`src/rtl/cache_miss_ctrl.sv`:
```
// cache_miss_ctrl - way-replacement and line-refill controller for one set-associative cache lookup at a time.
// Hits update PLRU in place; misses pick a victim, write it back if dirty, refill it beat by beat, then report done.
module cache_miss_ctrl #(
  parameter int ASSOC_NUM  = 4,
  parameter int INDEX_W    = 7,
  parameter int LINE_WORDS = 8
) (
  input  logic                          clk,
  input  logic                          resetn,
  input  logic                          lookup_valid,
  output logic                          lookup_ready,
  input  logic [INDEX_W-1:0]            lookup_index,
  input  logic [ASSOC_NUM-1:0]          hit_way,
  input  logic [ASSOC_NUM-1:0]          set_valid,
  input  logic [ASSOC_NUM-1:0]          set_dirty,
  input  logic [$clog2(ASSOC_NUM)-1:0]  plru_lru,
  output logic [ASSOC_NUM-1:0]          plru_access,
  output logic                          plru_update,
  output logic                          wb_req,
  output logic [$clog2(ASSOC_NUM)-1:0]  wb_way,
  input  logic                          wb_ack,
  output logic                          rd_req,
  output logic [INDEX_W-1:0]            rd_index,
  input  logic                          rd_ack,
  input  logic                          rd_beat_valid,
  output logic                          fill_we,
  output logic [$clog2(ASSOC_NUM)-1:0]  fill_way,
  output logic [$clog2(LINE_WORDS)-1:0] fill_word,
  output logic                          miss_done
);

  localparam int WAY_W = $clog2(ASSOC_NUM);
  localparam int CNT_W = $clog2(LINE_WORDS);
  localparam logic [CNT_W-1:0] LAST_BEAT = CNT_W'(LINE_WORDS - 1);

  typedef enum logic [2:0] {
    S_IDLE = 3'd0,
    S_WB   = 3'd1,
    S_REQ  = 3'd2,
    S_FILL = 3'd3,
    S_DONE = 3'd4
  } state_t;

  state_t             state_q, state_d;
  logic [WAY_W-1:0]   victim_q, victim_d;
  logic [INDEX_W-1:0] index_q, index_d;
  logic [CNT_W-1:0]   cnt_q, cnt_d;

  logic             accept;
  logic [WAY_W-1:0] pick_way;

  // Lowest-indexed invalid way wins; only a fully valid set falls back to PLRU.
  always_comb begin
    pick_way = plru_lru;
    for (int i = ASSOC_NUM - 1; i >= 0; i--) begin
      if (!set_valid[i]) pick_way = WAY_W'(i);
    end
  end

  assign accept = lookup_valid && (state_q == S_IDLE);

  always_ff @(posedge clk or negedge resetn) begin
    if (!resetn) begin
      state_q  <= S_IDLE;
      victim_q <= '0;
      index_q  <= '0;
      cnt_q    <= '0;
    end else begin
      state_q  <= state_d;
      victim_q <= victim_d;
      index_q  <= index_d;
      cnt_q    <= cnt_d;
    end
  end

  always_comb begin
    state_d     = state_q;
    victim_d    = victim_q;
    index_d     = index_q;
    cnt_d       = cnt_q;
    plru_access = '0;
    plru_update = 1'b0;
    fill_we     = 1'b0;
    miss_done   = 1'b0;

    unique case (state_q)
      S_IDLE: begin
        if (accept) begin
          if (|hit_way) begin
            plru_access = hit_way;
            plru_update = 1'b1;
          end else begin
            index_d  = lookup_index;
            victim_d = pick_way;
            if (set_valid[pick_way] && set_dirty[pick_way]) state_d = S_WB;
            else                                            state_d = S_REQ;
          end
        end
      end
      S_WB: begin
        if (wb_ack) state_d = S_REQ;
      end
      S_REQ: begin
        if (rd_ack) begin
          state_d = S_FILL;
          cnt_d   = '0;
        end
      end
      S_FILL: begin
        if (rd_beat_valid) begin
          fill_we = 1'b1;
          cnt_d   = cnt_q + 1'b1;
          if (cnt_q == LAST_BEAT) state_d = S_DONE;
        end
      end
      S_DONE: begin
        miss_done   = 1'b1;
        plru_access = ASSOC_NUM'(1) << victim_q;
        plru_update = 1'b1;
        state_d     = S_IDLE;
      end
      default: state_d = S_IDLE;
    endcase
  end

  // Requests decode straight from state so an asynchronous reset drops them at once.
  assign lookup_ready = (state_q == S_IDLE);
  assign wb_req       = (state_q == S_WB);
  assign rd_req       = (state_q == S_REQ);
  assign wb_way       = victim_q;
  assign fill_way     = victim_q;
  assign rd_index     = index_q;
  assign fill_word    = cnt_q;

endmodule

```
`config.mk`:
```
export PLATFORM = sky130hd
export DESIGN_NAME = cache_miss_ctrl
export DESIGN_NICKNAME = d
export VERILOG_FILES = /design/src/rtl/cache_miss_ctrl.sv
export SDC_FILE = /design/constraint.sdc
export NUM_CORES = 1
export LEC_CHECK = 0
export CAP_MARGIN = 20
export CORE_MARGIN = 2
export CORE_UTILIZATION = 35
export DETAILED_ROUTE_END_ITERATION = 8
export PLACE_DENSITY = 0.73
export SETUP_SLACK_MARGIN = 0.1
export SLEW_MARGIN = 20
export SYNTH_ARGS = -nofsm -noshare
export SYNTH_HDL_FRONTEND = slang
export SYNTH_SLANG_ARGS = --single-unit
```
`constraint.sdc`:
```
create_clock -name clk -period 2.12 [get_ports clk]
set_clock_uncertainty 0.15 [all_clocks]
set_input_delay 0.318 -clock clk [delete_from_list [all_inputs] [get_ports clk]]
set_output_delay 0.318 -clock clk [all_outputs]
set_load 0.1 [all_outputs]
```
==> impl_metrics.py <==
metrics = {
    "outcome": {
        "status": "finished, final reports clean",
    },
    "timing": {
        "grt_setup_unrepaired": "true",
        "period_needed_ns": 2.04,
        "slew_violations": 0,
        "final_hold_viol_count": 0,
        "setup_ws_ns": 0.0781,
        "relSlewSlack": 0.573,
        "timing_worst_slew_pin_value_ns": 0.638,
        "finalSetupViolations": 0,
        "fmax_mhz": 490,
        "period_share": 0.963,
    },
    "synthesis": {
        "synth_nets": 130,
        "avgSynthCellArea_um2": 9.58,
        "synthDistinctLibCells": 35,
        "yosysWarnings": 0,
        "ys_ff_latch": 15,
        "synth_area_um2": 967,
        "ys_async_sr_fraction": 1.00,
        "synthCells": 101,
        "yosysSeqAreaShare": 0.388,
        "yosysTopAreaCell": "dfrtp_1",
        "synth_ff_type": "dfrtp_1",
        "synth_area_leaders": "dfrtp_1, mux2_2, a21oi_1",
        "synth_top_area_frac": 0.388,
        "synth_edf_count": 0,
    },
    "grt": {
        "grt_overflow": 0,
        "antenna_found_initial": 0,
        "grt_pass1_wl_um": 4000,
        "first_global_vias": 903,
        "grt_usage": 0.153,
        "grt_max_degree": 16,
    },
    "setup_path": {
        "worst-setup-path-type": "in -> out",
        "r2r_slack_ns": 0.33,
        "path_max_fanout": 2,
        "reg2regPathDepth": 4,
        "required_ns": 1.65,
        "slowest_stage": "clkdlybuf4s50_1",
        "r2r_start": "state_q[2]",
        "path_delay_family": "buffers and inverters",
        "startpoint_type": "primary input",
        "r2r-end": "rd_index[5]",
        "worstPathArrival_ns": 1.57,
        "crit_path_max_incr_delay_ns": 0.46,
        "worst-path-buf-inv": 3,
        "endpoint_kind": "primary output",
        "crit_cells": 6,
        "path_cells": "clkdlybuf4s50_1, nor4_4, inv_1, a21oi_2, nor2_4, buf_12",
        "crit_start": "hit_way[2]",
        "setup.worst_path.end": "plru_update",
    },
    "die": {
        "dieHeight_um": 56.6,
        "die-area_um2": 3200,
        "design.core.area_um2": 2690,
        "ios": 51,
        "die_w_um": 56.6,
        "start_util": 0.360,
        "rows": 19,
    },
    "final_layout": {
        "syn_to_final_growth_pct": 74.5,
        "post-route-cell-area_um2": 1690,
        "nets": 181,
        "antenna_cells": 0,
        "n_fill_cell": 225,
        "layout-drive-gt1-share": 0.417,
    },
    "place": {
        "gp_congestion": 0.804,
        "placed_area_um2": 1640,
        "hpwl_um": 1940,
        "port_buffers": 50,
        "preCtsSetupSlack_ns": -0.00723,
    },
    "clocking": {
        "clockRootBuffer": "clkbuf_4",
        "clk_pin_slew_ns": 0.09,
        "hold_buffers": 0,
        "htreeDepth": 1,
        "insertion_delay_ns": 0.28,
        "cts_tree": "yes",
        "cts.sinks": 15,
        "ctsLongestPathBuffers": 2,
        "numCtsBuffers": 3,
    },
    "power": {
        "vdd_ir_drop_max_v": 0.00115,
        "leakagePower_nw": 0.732,
        "powerDensity_nw_per_um2": 985,
    },
    "run": {
        "maxCapViolCount": 0,
    },
    "detailed_routing": {
        "viasPerCell": 5.11,
        "ant_nets": 0,
        "avgRoutedWirePerCell_um": 13.0,
        "vias": 930,
        "drc": 0,
        "drt_iter0_markers": 10,
        "drtPass1Iterations": 4,
        "totalWireLength_um": 2360,
    },
    "worst_hold_path": {
        "hold_class": "in -> async",
    },
}
timing repair:
item	in CTS	in global routing
endpoints found under the hold margin	0	0
gates resized for setup	4	2
setup buffers	0	1
cloned	0	0
pin swaps	0	1
setup endpoints to repair	7	7
stage by stage:
stage          power [mW]  hold WS, ns  cells   util  setup TNS, ns
6_report             1.66        0.278    182  0.628              0
5_1_grt              1.74        0.317    182  0.628              0
4_1_cts              1.66        0.299    181  0.623              0
3_5_place_dp         1.49        0.351    177  0.609        -0.0143
3_3_place_gp         1.48        0.346    177  0.609              0
2_1_floorplan        1.19       -0.128    101      -         -0.488
registers in the layout, summed over array words and instances (netlist names):
name / flops
fill_way: 2
state_q: 3
fill_word: 3
rd_index: 7
layout by cell type (no fill, tap or decap), drive strengths merged:
cell / netlist / final
o21ai: 4 / 4
clkdlybuf4s50: 0 / 25
buf: 5 / 29
or4: 1 / 1
nand3: 8 / 8
nand3b: 3 / 3
nor2b: 5 / 5
mux2i: 4 / 4
clkinv: 0 / 1
a21o: 1 / 1
and2: 1 / 1
a211oi: 2 / 2
o31a: 1 / 1
a31o: 1 / 1
dfrtp: 15 / 15
or2: 1 / 1
nor3: 2 / 2
and3: 1 / 1
inv: 4 / 4
nand2b: 1 / 1
nor2: 4 / 4
clkbuf: 4 / 3
a22o: 3 / 3
nand2: 8 / 8
nor4: 1 / 1
a31oi: 1 / 1
o2bb2ai: 1 / 1
dlymetal6s2s: 0 / 1
ha: 2 / 2
mux2: 7 / 7
a21oi: 8 / 8
nor3b: 1 / 1
a22oi: 1 / 1
where the power goes:
group	internal, mW	switching [mW]	total, mW
sequential	0.346	0.0733	0.420
clock	0.0699	0.0890	0.159
combinational	0.371	0.713	1.08
cell type report:
class	count	area, um2	area share
multi-input combinational	73	621	0.368
timing repair buffer	55	606	0.359
sequential	15	380	0.225
tap	31	38.8	0.0230
clock buffer	3	22.5	0.0133
inverter	4	15.0	0.00890
clock inverter	1	5.00	0.00297
synth_stat cells (3+ instances only):
master    number
nor2_1         4
nor2b_1        5
mux2i_1        4
a22o_1         3
mux2_2         7
nand3_1        7
a21oi_1        8
dfrtp_1       15
nand2_1        8
clkbuf_1       3
inv_1          4
o21ai_0        4
nand3b_1       3
metal layers:
metal | GRT usage | part of all wire | vias up | routed length, um
met2 | 0.272 | 0.54 | 32 | 1280
met4 | 0.0442 | 0 | 0 | 0
met1 | 0.186 | 0.41 | 440 | 960
li1 | - | - | 458 | -
met5 | 0 | 0 | - | 0
met3 | 0.0300 | 0.053 | 0 | 126
cell families after synthesis:
group / Yosys count / synth area share
compound gates: 23 / 0.166
fa+ha+maj: 2 / 0.0259
buf+inv: 13 / 0.0698
flops: 15 / 0.388
mux: 11 / 0.123
simple gates: 37 / 0.228
worst min-delay path by stage:
stage                startpoint           to  slack (ns)  cells after the start
global placement    rd_index[3]  rd_index[3]        0.35                      1
global route             resetn   state_q[1]        0.32                      1
floorplan                resetn  fill_way[0]       -0.13                      0
finish                   resetn   state_q[2]        0.28                      1
detailed placement  rd_index[0]  rd_index[0]        0.35                      1
CTS                      resetn   state_q[2]        0.30                      1
worst register-to-register path, delay by kind of cell (launching register included):
family | cells | cell delay, ns
buffers and inverters | 1 | 0.21
DFF | 1 | 0.47
muxes | 1 | 0.35
and+or+nand+nor | 2 | 0.50
(Power assumes the default switching activity.)
